===== config.mk =====
export PLATFORM = sky130hd
export DESIGN_NAME = approx_mul_rr_sched_flat
export DESIGN_NICKNAME = d
export VERILOG_FILES = /design/src/rtl/approx_mul_rr_sched_pkg.sv /design/src/rtl/approx_mul_rr_sched_if.sv /design/src/rtl/approx_mul_rr_sched_rr_arbiter.sv /design/src/rtl/approx_mul_rr_sched.sv /design/src/flat_wrapper.sv
export SDC_FILE = /design/constraint.sdc
export NUM_CORES = 1
export LEC_CHECK = 0
export ABC_AREA = 1
export BUFFER_PORTS_ARGS = -buffer_cell sky130_fd_sc_hd__buf_4
export CORE_MARGIN = 3
export CORE_UTILIZATION = 40
export CTS_CLUSTER_SIZE = 28
export DETAILED_ROUTE_END_ITERATION = 16
export PLACE_DENSITY_LB_ADDON = 0.08
export SLEW_MARGIN = 0
export SYNTH_ARGS = -nofsm -noshare
export SYNTH_HDL_FRONTEND = slang
export SYNTH_SLANG_ARGS = --single-unit

===== constraint.sdc =====
create_clock -name clk -period 5.2 [get_ports clk]
set_input_delay 1.04 -clock clk [delete_from_list [all_inputs] [get_ports clk]]
set_output_delay 1.04 -clock clk [all_outputs]
set_load 0.01 [all_outputs]

===== src/rtl/approx_mul_rr_sched_pkg.sv =====
// Shared constants and the round-robin pick function for the approximate
// multiplier scheduler.
package approx_mul_pkg;

    localparam int OPW      = 8;
    localparam int PRODW    = 16;
    localparam int MAX_REQ  = 8;
    localparam int MAX_ID_W = 3;

    typedef struct packed {
        logic [MAX_REQ-1:0]  onehot;
        logic [MAX_ID_W-1:0] idx;
        logic                any;
    } rr_pick_t;

    // Search last+1 .. last+n (mod n) and return the first active request.
    function automatic rr_pick_t rr_grant(input logic [MAX_REQ-1:0]  req,
                                          input logic [MAX_ID_W-1:0] last,
                                          input int                  n);
        rr_pick_t p;
        int       j;
        p = '0;
        for (int k = 1; k <= MAX_REQ; k++) begin
            if (k <= n) begin
                j = int'(last) + k;
                if (j >= n) begin
                    j = j - n;
                end
                if (!p.any && req[j]) begin
                    p.any       = 1'b1;
                    p.idx       = j[MAX_ID_W-1:0];
                    p.onehot[j] = 1'b1;
                end
            end
        end
        return p;
    endfunction

endpackage


===== src/rtl/approx_mul_rr_sched_if.sv =====
// Request, shared-core and response signals of the multiplier scheduler.
interface approx_mul_rr_sched_if #(
    parameter int NUM_REQ = 4,
    parameter int CNT_W   = 16
);
    localparam int ID_W = $clog2(NUM_REQ);

    logic [NUM_REQ-1:0]   req_valid;
    logic [8*NUM_REQ-1:0] req_x;
    logic [8*NUM_REQ-1:0] req_y;
    logic [NUM_REQ-1:0]   req_ready;
    logic [7:0]           mul_x;
    logic [7:0]           mul_y;
    logic [15:0]          mul_z;
    logic                 rsp_valid;
    logic                 rsp_ready;
    logic [15:0]          rsp_z;
    logic [ID_W-1:0]      rsp_id;
    logic [CNT_W-1:0]     op_count;

    // Requesters, external core and response consumer.
    modport master (
        output req_valid, req_x, req_y, mul_z, rsp_ready,
        input  req_ready, mul_x, mul_y, rsp_valid, rsp_z, rsp_id, op_count
    );

    // The scheduler itself.
    modport slave (
        input  req_valid, req_x, req_y, mul_z, rsp_ready,
        output req_ready, mul_x, mul_y, rsp_valid, rsp_z, rsp_id, op_count
    );
endinterface


===== src/rtl/approx_mul_rr_sched_rr_arbiter.sv =====
// Combinational round-robin picker; the pointer lives in the parent.
module rr_arbiter
    import approx_mul_pkg::*;
#(
    parameter int NUM_REQ = 4,
    parameter int ID_W    = $clog2(NUM_REQ)
) (
    input  logic [NUM_REQ-1:0] i_req,
    input  logic [ID_W-1:0]    i_last,
    input  logic               i_en,
    output logic [NUM_REQ-1:0] o_grant,
    output logic [ID_W-1:0]    o_idx,
    output logic               o_any
);
    rr_pick_t w_pick;

    assign w_pick = rr_grant(MAX_REQ'(i_req), MAX_ID_W'(i_last), NUM_REQ);

    // Expose the pick only while the operand stage can take a new operation.
    always_comb begin
        o_grant = '0;
        o_idx   = '0;
        o_any   = 1'b0;
        if (i_en) begin
            o_grant = w_pick.onehot[NUM_REQ-1:0];
            o_idx   = w_pick.idx[ID_W-1:0];
            o_any   = w_pick.any;
        end else begin
            o_grant = '0;
            o_idx   = '0;
            o_any   = 1'b0;
        end
    end
endmodule


===== src/rtl/approx_mul_rr_sched.sv =====
// Round-robin scheduler sharing one external 8x8 approximate multiplier
// among NUM_REQ requesters: operand stage S0, result stage S1.
module approx_mul_rr_sched
    import approx_mul_pkg::*;
#(
    parameter int NUM_REQ = 4,
    parameter int CNT_W   = 16
) (
    input  logic                  clk,
    input  logic                  rst,
    approx_mul_rr_sched_if.slave  bus
);
    localparam int ID_W = $clog2(NUM_REQ);

    logic                 r_s0_valid;
    logic [OPW-1:0]       r_s0_x;
    logic [OPW-1:0]       r_s0_y;
    logic [ID_W-1:0]      r_s0_id;
    logic                 r_s1_valid;
    logic [PRODW-1:0]     r_s1_z;
    logic [ID_W-1:0]      r_s1_id;
    logic [ID_W-1:0]      r_last_grant;
    logic [CNT_W-1:0]     r_op_count;

    logic                 w_s1_free;
    logic                 w_s0_adv;
    logic                 w_s0_free;
    logic [NUM_REQ-1:0]   w_grant;
    logic [ID_W-1:0]      w_idx;
    logic                 w_hs;

    assign w_s1_free = !r_s1_valid || bus.rsp_ready;
    assign w_s0_adv  = r_s0_valid && w_s1_free;
    assign w_s0_free = !r_s0_valid || w_s0_adv;

    rr_arbiter #(
        .NUM_REQ (NUM_REQ),
        .ID_W    (ID_W)
    ) u_arb (
        .i_req   (bus.req_valid),
        .i_last  (r_last_grant),
        .i_en    (w_s0_free),
        .o_grant (w_grant),
        .o_idx   (w_idx),
        .o_any   (w_hs)
    );

    // Grant depends on req_valid within the cycle; the arbiter only fires on a valid request.
    assign bus.req_ready = w_grant;
    // S0 operands are cleared when S0 empties, so the idle core sees zeros.
    assign bus.mul_x     = r_s0_x;
    assign bus.mul_y     = r_s0_y;
    assign bus.rsp_valid = r_s1_valid;
    assign bus.rsp_z     = r_s1_z;
    assign bus.rsp_id    = r_s1_id;
    assign bus.op_count  = r_op_count;

    // Operand stage: load on handshake, empty (and zero operands) on advance.
    always_ff @(posedge clk or posedge rst) begin
        if (rst) begin
            r_s0_valid <= 1'b0;
            r_s0_x     <= '0;
            r_s0_y     <= '0;
            r_s0_id    <= '0;
        end else if (w_hs) begin
            r_s0_valid <= 1'b1;
            r_s0_x     <= bus.req_x[int'(w_idx)*OPW +: OPW];
            r_s0_y     <= bus.req_y[int'(w_idx)*OPW +: OPW];
            r_s0_id    <= w_idx;
        end else if (w_s0_adv) begin
            r_s0_valid <= 1'b0;
            r_s0_x     <= '0;
            r_s0_y     <= '0;
        end
    end

    // Result stage: capture the core product, drain when the consumer accepts.
    always_ff @(posedge clk or posedge rst) begin
        if (rst) begin
            r_s1_valid <= 1'b0;
            r_s1_z     <= '0;
            r_s1_id    <= '0;
        end else if (w_s0_adv) begin
            r_s1_valid <= 1'b1;
            r_s1_z     <= bus.mul_z;
            r_s1_id    <= r_s0_id;
        end else if (w_s1_free) begin
            r_s1_valid <= 1'b0;
        end
    end

    // Round-robin pointer and accepted-operation counter advance per handshake.
    always_ff @(posedge clk or posedge rst) begin
        if (rst) begin
            r_last_grant <= ID_W'(NUM_REQ - 1);
            r_op_count   <= '0;
        end else if (w_hs) begin
            r_last_grant <= w_idx;
            r_op_count   <= r_op_count + CNT_W'(1);
        end
    end
endmodule


===== src/flat_wrapper.sv =====
// flat-port wrapper written by rule: the top's interface ports become plain ports
module approx_mul_rr_sched_flat import approx_mul_pkg::*;
#(
    parameter int NUM_REQ = 4,
    parameter int CNT_W   = 16
)
  (clk, rst, bus_req_valid, bus_req_x, bus_req_y, bus_mul_z, bus_rsp_ready, bus_req_ready, bus_mul_x, bus_mul_y, bus_rsp_valid, bus_rsp_z, bus_rsp_id, bus_op_count);
  approx_mul_rr_sched_if #(.NUM_REQ(NUM_REQ), .CNT_W(CNT_W)) bus_i ();
  input  logic clk;
  input  logic rst;
  input wire logic [$bits(bus_i.req_valid)-1:0] bus_req_valid;
  input wire logic [$bits(bus_i.req_x)-1:0] bus_req_x;
  input wire logic [$bits(bus_i.req_y)-1:0] bus_req_y;
  input wire logic [$bits(bus_i.mul_z)-1:0] bus_mul_z;
  input wire logic [$bits(bus_i.rsp_ready)-1:0] bus_rsp_ready;
  output wire logic [$bits(bus_i.req_ready)-1:0] bus_req_ready;
  output wire logic [$bits(bus_i.mul_x)-1:0] bus_mul_x;
  output wire logic [$bits(bus_i.mul_y)-1:0] bus_mul_y;
  output wire logic [$bits(bus_i.rsp_valid)-1:0] bus_rsp_valid;
  output wire logic [$bits(bus_i.rsp_z)-1:0] bus_rsp_z;
  output wire logic [$bits(bus_i.rsp_id)-1:0] bus_rsp_id;
  output wire logic [$bits(bus_i.op_count)-1:0] bus_op_count;
  assign bus_i.req_valid = bus_req_valid;
  assign bus_i.req_x = bus_req_x;
  assign bus_i.req_y = bus_req_y;
  assign bus_i.mul_z = bus_mul_z;
  assign bus_i.rsp_ready = bus_rsp_ready;
  assign bus_req_ready = bus_i.req_ready;
  assign bus_mul_x = bus_i.mul_x;
  assign bus_mul_y = bus_i.mul_y;
  assign bus_rsp_valid = bus_i.rsp_valid;
  assign bus_rsp_z = bus_i.rsp_z;
  assign bus_rsp_id = bus_i.rsp_id;
  assign bus_op_count = bus_i.op_count;
  approx_mul_rr_sched #(.NUM_REQ(NUM_REQ), .CNT_W(CNT_W)) u_core (.clk(clk), .rst(rst), .bus(bus_i));
endmodule

==> impl_metrics.ini, run 1 <==
[pwr]
p_per_area_mw_per_mm2 = 683
p_leak_nw = 2.53
ir_worst_vdd_mv = 0.465

[critical_path]
crit_fanout = 13
cp-end-kind = output pin
criticalPathCategory = reg2out
cp-start-kind = flip-flop
crit_arrival_ns = 2.60
cp.required_ns = 4.16

[global_routing]
grt_antenna_before_repair = 0
grt_pass1_wl_mm = 15.8
use_met2_pct = 32.0
grt_pass1_vias = 3255
grt_max_degree = 62
grt_use_met1_pct = 26.3
use_met3_pct = 3.41
grt_overflow = 0
top_usage_layer = met2
track_usage_pct = 19.3

[die]
fp.dieArea_sq_mm = 0.00998
die_w_um = 99.9
core_area_sq_mm = 0.00838
die_y_um = 99.9
rows = 33
start_util_pct = 42.1
io_pins = 142

[timing]
finClkSkew_ns = 0.0158
slew_headroom_pct = 47.5
worstMarginPinSlew_ns = 0.786
rsz0062_at_grt = no
hold_ws_ns = 0.491
fin_crit_ns = 3.64
slew_violations = 0
period_share_pct = 69.9
hold_viol = 0
worst_slack_ns = 1.56
setup_tns_ns = 0
finalSetupViolCount = 0
timing.fmax_ghz = 0.275

[place]
dp_cells = 668
pre_cts_ws_ns = 1.91
place_hpwl_mm = 6.88
gp_congestion = 0.849
port_buffers = 141

[route]
num_vias = 3300
drt-initial-drc-count = 102
wirelength_mm = 9.55
wl_per_cell_um = 14.1
remaining_drc_errors = 0
vias_per_cell = 4.88
drtPass1Iterations = 4
final_antenna_net_count = 0

[cts]
cts.sinks = 56
path_clk_slew_ns = 0.10
clock_path_buffers = 2
clk_latency_ns = 0.31
cts_buffers = 5
cts_tree = done
h-tree-depth = 2
ctsHoldBuffers = 0
cts_setup_buffers = 0
root_buffer = clkbuf_8
cts_resized = 0

[yosys]
synth-seq-cells = 56
yosysWarnings = 0
syn_inst = 440
syn-num-nets = 536
synth_ff_type = dfrtp_1
yosysSeqAreaShare_pct = 39.8
synth.avg_cell_area_sq_um = 8.01
netlist_area_sq_mm = 0.00353
synth_top_area_share_pct = 38.3
synth_top_area_cell = dfrtp_1
post_synth_main_area_contributors = dfrtp_1, nand2_1, nand3_1
netlist-cell-type-count = 35
synth_edf_count = 0
async_flop_share_pct = 100

[cells_and_area]
drive_gt1_share_pct = 33.3
finalNonFillerCells = 676
final_common_cell = buf_4
final_cell_mix = buf_4, nand2_1, nand3_1, dfrtp_1, inv_1
fin_nets = 666
n_fill_cell = 819
num_antenna_cells = 0
areaGrowthSynthToFinish_pct = 31.9
fin_util_pct = 55.5

[status]
outcome = finished, final reports clean

[min_path]
hp-class = reg2reg

[job]
maxCapViolCount = 0
[synth_stat cells (5+ instances only)]
library cell and number:
mux2_2 16, buf_2 5, nand3_1 61, buf_6 6
a21oi_1 5, dfrtp_1 54, nand2_4 7, xor2_1 10
nor2_1 16, nand3b_1 17, ha_1 9, inv_1 46
o21ai_0 6, nand2_1 139
[flip-flops by register name, summed over array words and instances (netlist names)]
register              flops
u_core.r_last_grant       2
u_core.r_s0_id            2
u_core.bus.rsp_valid      1
u_core.bus.rsp_z         16
u_core.bus.mul_x          8
u_core.bus.rsp_id         2
u_core.r_s0_valid         1
u_core.bus.op_count      16
u_core.bus.mul_y          8
[final timing paths]
| path | startpoint | endpoint | slack, ns | cells past startpoint |
|---|---|---|---|---|
| max | u_core.r_last_grant[0]$_DFFE_PP1P_ | bus_req_ready[0] | 1.56 | 12 |
| min | u_core.bus.mul_x[6]$_DFFE_PP0P_ | u_core.bus.mul_x[6]$_DFFE_PP0P_ | 0.49 | 2 |
| max reg2reg | u_core.r_last_grant[0]$_DFFE_PP1P_ | u_core.bus.mul_y[5]$_DFFE_PP0P_ | 2.35 | 13 |
| min reg2reg | u_core.bus.mul_x[6]$_DFFE_PP0P_ | u_core.bus.mul_x[6]$_DFFE_PP0P_ | 0.49 | 2 |
| max in group asynchronous | rst | u_core.bus.op_count[4]$_DFFE_PP0P_ | 3.78 | 3 |
| min in group asynchronous | rst | u_core.bus.rsp_z[5]$_DFFE_PP0P_ | 0.94 | 3 |
[cells by family after synthesis]
kind of cell	count (synthesis)	synth area share, %
AO/OA/AOI/OAI	21	3.80
adder cells (fa/ha/maj)	9	3.19
AND/OR/NAND/NOR	257	34.8
buffers and inverters	69	10.3
XOR/XNOR	12	2.98
multiplexers	16	5.11
flip-flops	56	39.8
[per-stage QoR]
step / power, mW / cell area [sq um]
global placement: 2.93 / 4560
floorplan: 2.44 / 3530
CTS: 3.22 / 4650
global route: 3.54 / 4650
finish: 3.18 / 4650
detailed placement: 2.97 / 4560
[area by class of cell]
type / instances / area, sq um / share of cell area, %
Tap cell: 105 / 131 / 2.82
Sequential cell: 56 / 1400 / 30.2
Clock inverter: 3 / 21.3 / 0.457
Multi-Input combinational cell: 315 / 1760 / 37.8
Timing Repair Buffer: 142 / 1070 / 22.9
Clock buffer: 5 / 68.8 / 1.48
Inverter: 50 / 200 / 4.30
[worst max-delay path, stage by stage, from the launching register on]
cell and delay (ns):
dfstp_2 0.72, inv_6 0.10, ha_1 0.36, inv_1 0.13, nand3_1 0.09, nand2_1 0.15
inv_1 0.09, nor3_1 0.14, nand2_1 0.10, inv_1 0.12, a21oi_1 0.08, nor2_1 0.10
buf_4 0.13
[report_power, final]
group	internal, mW	switching [mW]	leakage [nW]
Sequential	0.644	0.144	0.664
Clock	0.0961	0.148	0.0445
Combinational	0.809	1.34	1.83
[metal layers]
metal / up-vias / share of wire [%] / routed length [um]
met4: 0 / 0.76 / 73
met5: - / 0 / 0
li1: 1663 / - / -
met2: 107 / 48 / 4560
met1: 1521 / 44 / 4230
met3: 9 / 7.1 / 681
Note: power is estimated with default switching activity, not from simulation.
==> inputs of run 2 (changes only) <==
clock period = 3.3 ns   (was 5.2 ns; I/O delays follow)
==> run 2 against run 1 <==
  * Utilization is 0.93 points higher
  * Combinational power increased by 63%
  * Total power rose by 61%
  * Clock power rose by 57%
  * Critical path type unchanged
  * Critical endpoint unchanged
  * Highest routed layer unchanged
==> impl_metrics.ini, run 2 (synthesized netlist as in run 1, its figures left out) <==
[cells_and_area]
num_antenna_cells = 0
design_area_sq_mm = 0.00473
areaGrowthSynthToFinish_pct = 34.1
drive_gt1_share_pct = 34.5
final_common_cell = buf_4
fin_nets = 674
finalNonFillerCells = 684
final_cell_mix = buf_4, nand2_1, nand3_1, dfrtp_1, inv_1

[min_path]
hp-class = reg2reg
hp-start = u_core.bus.mul_x[3]$_DFFE_PP0P_

[die]
start_util_pct = 42.1
die_y_um = 99.9
fp.dieArea_sq_mm = 0.00998
rows = 33
io_pins = 142
die_w_um = 99.9
core_area_sq_mm = 0.00838

[critical_path]
cp-start-kind = flip-flop
criticalPathCategory = reg2out
cp-end-kind = output pin
cp.required_ns = 2.64
crit_arrival_ns = 2.41
crit_fanout = 5
r2r_start = u_core.r_last_grant[1]$_DFFE_PP1P_
crit_start = u_core.r_last_grant[1]$_DFFE_PP1P_

[timing]
slew_headroom_pct = 46.2
worstMarginPinSlew_ns = 0.805
finalSetupViolCount = 0
fin_crit_ns = 3.07
finClkSkew_ns = 0.0172
period_share_pct = 93.0
slew_violations = 0
hold_viol = 0
worst_slack_ns = 0.231
timing.fmax_ghz = 0.326

[global_routing]
grt_pass1_vias = 3178
grt_antenna_before_repair = 0
track_usage_pct = 19.0
grt_overflow = 0
grt_pass1_wl_mm = 15.4
grt_max_degree = 62

[cts]
path_clk_slew_ns = 0.11
cts_tree = done
cts_buffers = 5
root_buffer = clkbuf_8
cts.sinks = 56
h-tree-depth = 2
clk_latency_ns = 0.31
clock_path_buffers = 2

[pwr]
total_power_mw = 5.12
p_per_area_mw_per_mm2 = 1080
p_leak_nw = 2.56
ir_worst_vdd_mv = 0.611

[route]
vias_per_cell = 4.89
wl_per_cell_um = 14.1
wirelength_mm = 9.61
remaining_drc_errors = 0
drt-initial-drc-count = 132
final_antenna_net_count = 0
drtPass1Iterations = 5
num_vias = 3342

[place]
gp_congestion = 0.863
port_buffers = 141
place_area_sq_mm = 0.00457
dp_cells = 669
pre_cts_ws_ns = 0.352
place_hpwl_mm = 6.86

[status]
outcome = finished, final reports clean

[job]
maxCapViolCount = 0
-- run 2: cell count changes in the layout (fill, tap and decap cells not counted), sizes merged --
cell and delta:
buf +8, inv -2, clkinvlp +1, clkbuf +1
-- run 2: worst paths after layout --
path                                                      end  slack [ns]  cells after the start
setup / recovery                             bus_req_ready[0]        0.23                     12
hold / removal                u_core.bus.mul_x[3]$_DFFE_PP0P_        0.49                      2
setup reg to reg              u_core.bus.mul_y[3]$_DFFE_PP0P_        0.69                     13
hold reg to reg               u_core.bus.mul_x[3]$_DFFE_PP0P_        0.49                      2
max in group asynchronous  u_core.bus.op_count[5]$_DFFE_PP0P_        2.25                      3
min in group asynchronous     u_core.bus.rsp_z[8]$_DFFE_PP0P_        0.56                      3
-- run 2: worst max-delay path, stage by stage (launching register included) --
cell and delay (ns):
dfstp_2 0.60, clkinvlp_4 0.16, ha_4 0.25, inv_1 0.11, nand3_1 0.11, nand2_2 0.11
inv_1 0.08, nor3_1 0.13, nand2_1 0.10, inv_1 0.12, a21oi_1 0.08, nor2_1 0.11
buf_4 0.14
-- run 2: power by group --
group          switching [mW]  internal (mW)  total (mW)
Sequential              0.208           1.01        1.22
Clock                   0.231          0.152       0.383
Combinational            2.14           1.37        3.51
-- run 2: metrics by stage --
stage | TNS, ns | utilization [%] | hold slack [ns]
floorplan | 0 | - | 0.483
global placement | 0 | 54.5 | 0.463
detailed placement | 0 | 54.5 | 0.467
CTS | 0 | 55.7 | 0.497
global route | -0.00452 | 56.4 | 0.513
finish | 0 | 56.4 | 0.492
-- run 2: routing by layer --
layer | wire length [um] | GRT usage [%] | up-vias | share of wire, %
li1 | - | - | 1683 | -
met1 | 4290 | 26.2 | 1537 | 45
met2 | 4600 | 31.8 | 115 | 48
met3 | 660 | 2.71 | 7 | 6.9
met4 | 67 | 4.20 | 0 | 0.70
met5 | 0 | 0 | - | 0
-- run 2: cell type report --
| cell class | count | area (sq um) |
|---|---|---|
| Sequential cell | 56 | 1400 |
| Tap cell | 105 | 131 |
| Fill cell | 823 | 3650 |
| Timing Repair Buffer | 150 | 1130 |
| Multi-Input combinational cell | 315 | 1780 |
| Clock buffer | 6 | 72.6 |
| Clock inverter | 2 | 16.3 |
| Inverter | 50 | 204 |
-- run 2: repair_timing --
action,CTS,global route
cloned,0,0
hold buffers,0,0
pin swaps,0,0
gates resized for setup,0,3
setup endpoints to repair,1,4
setup buffers,1,6
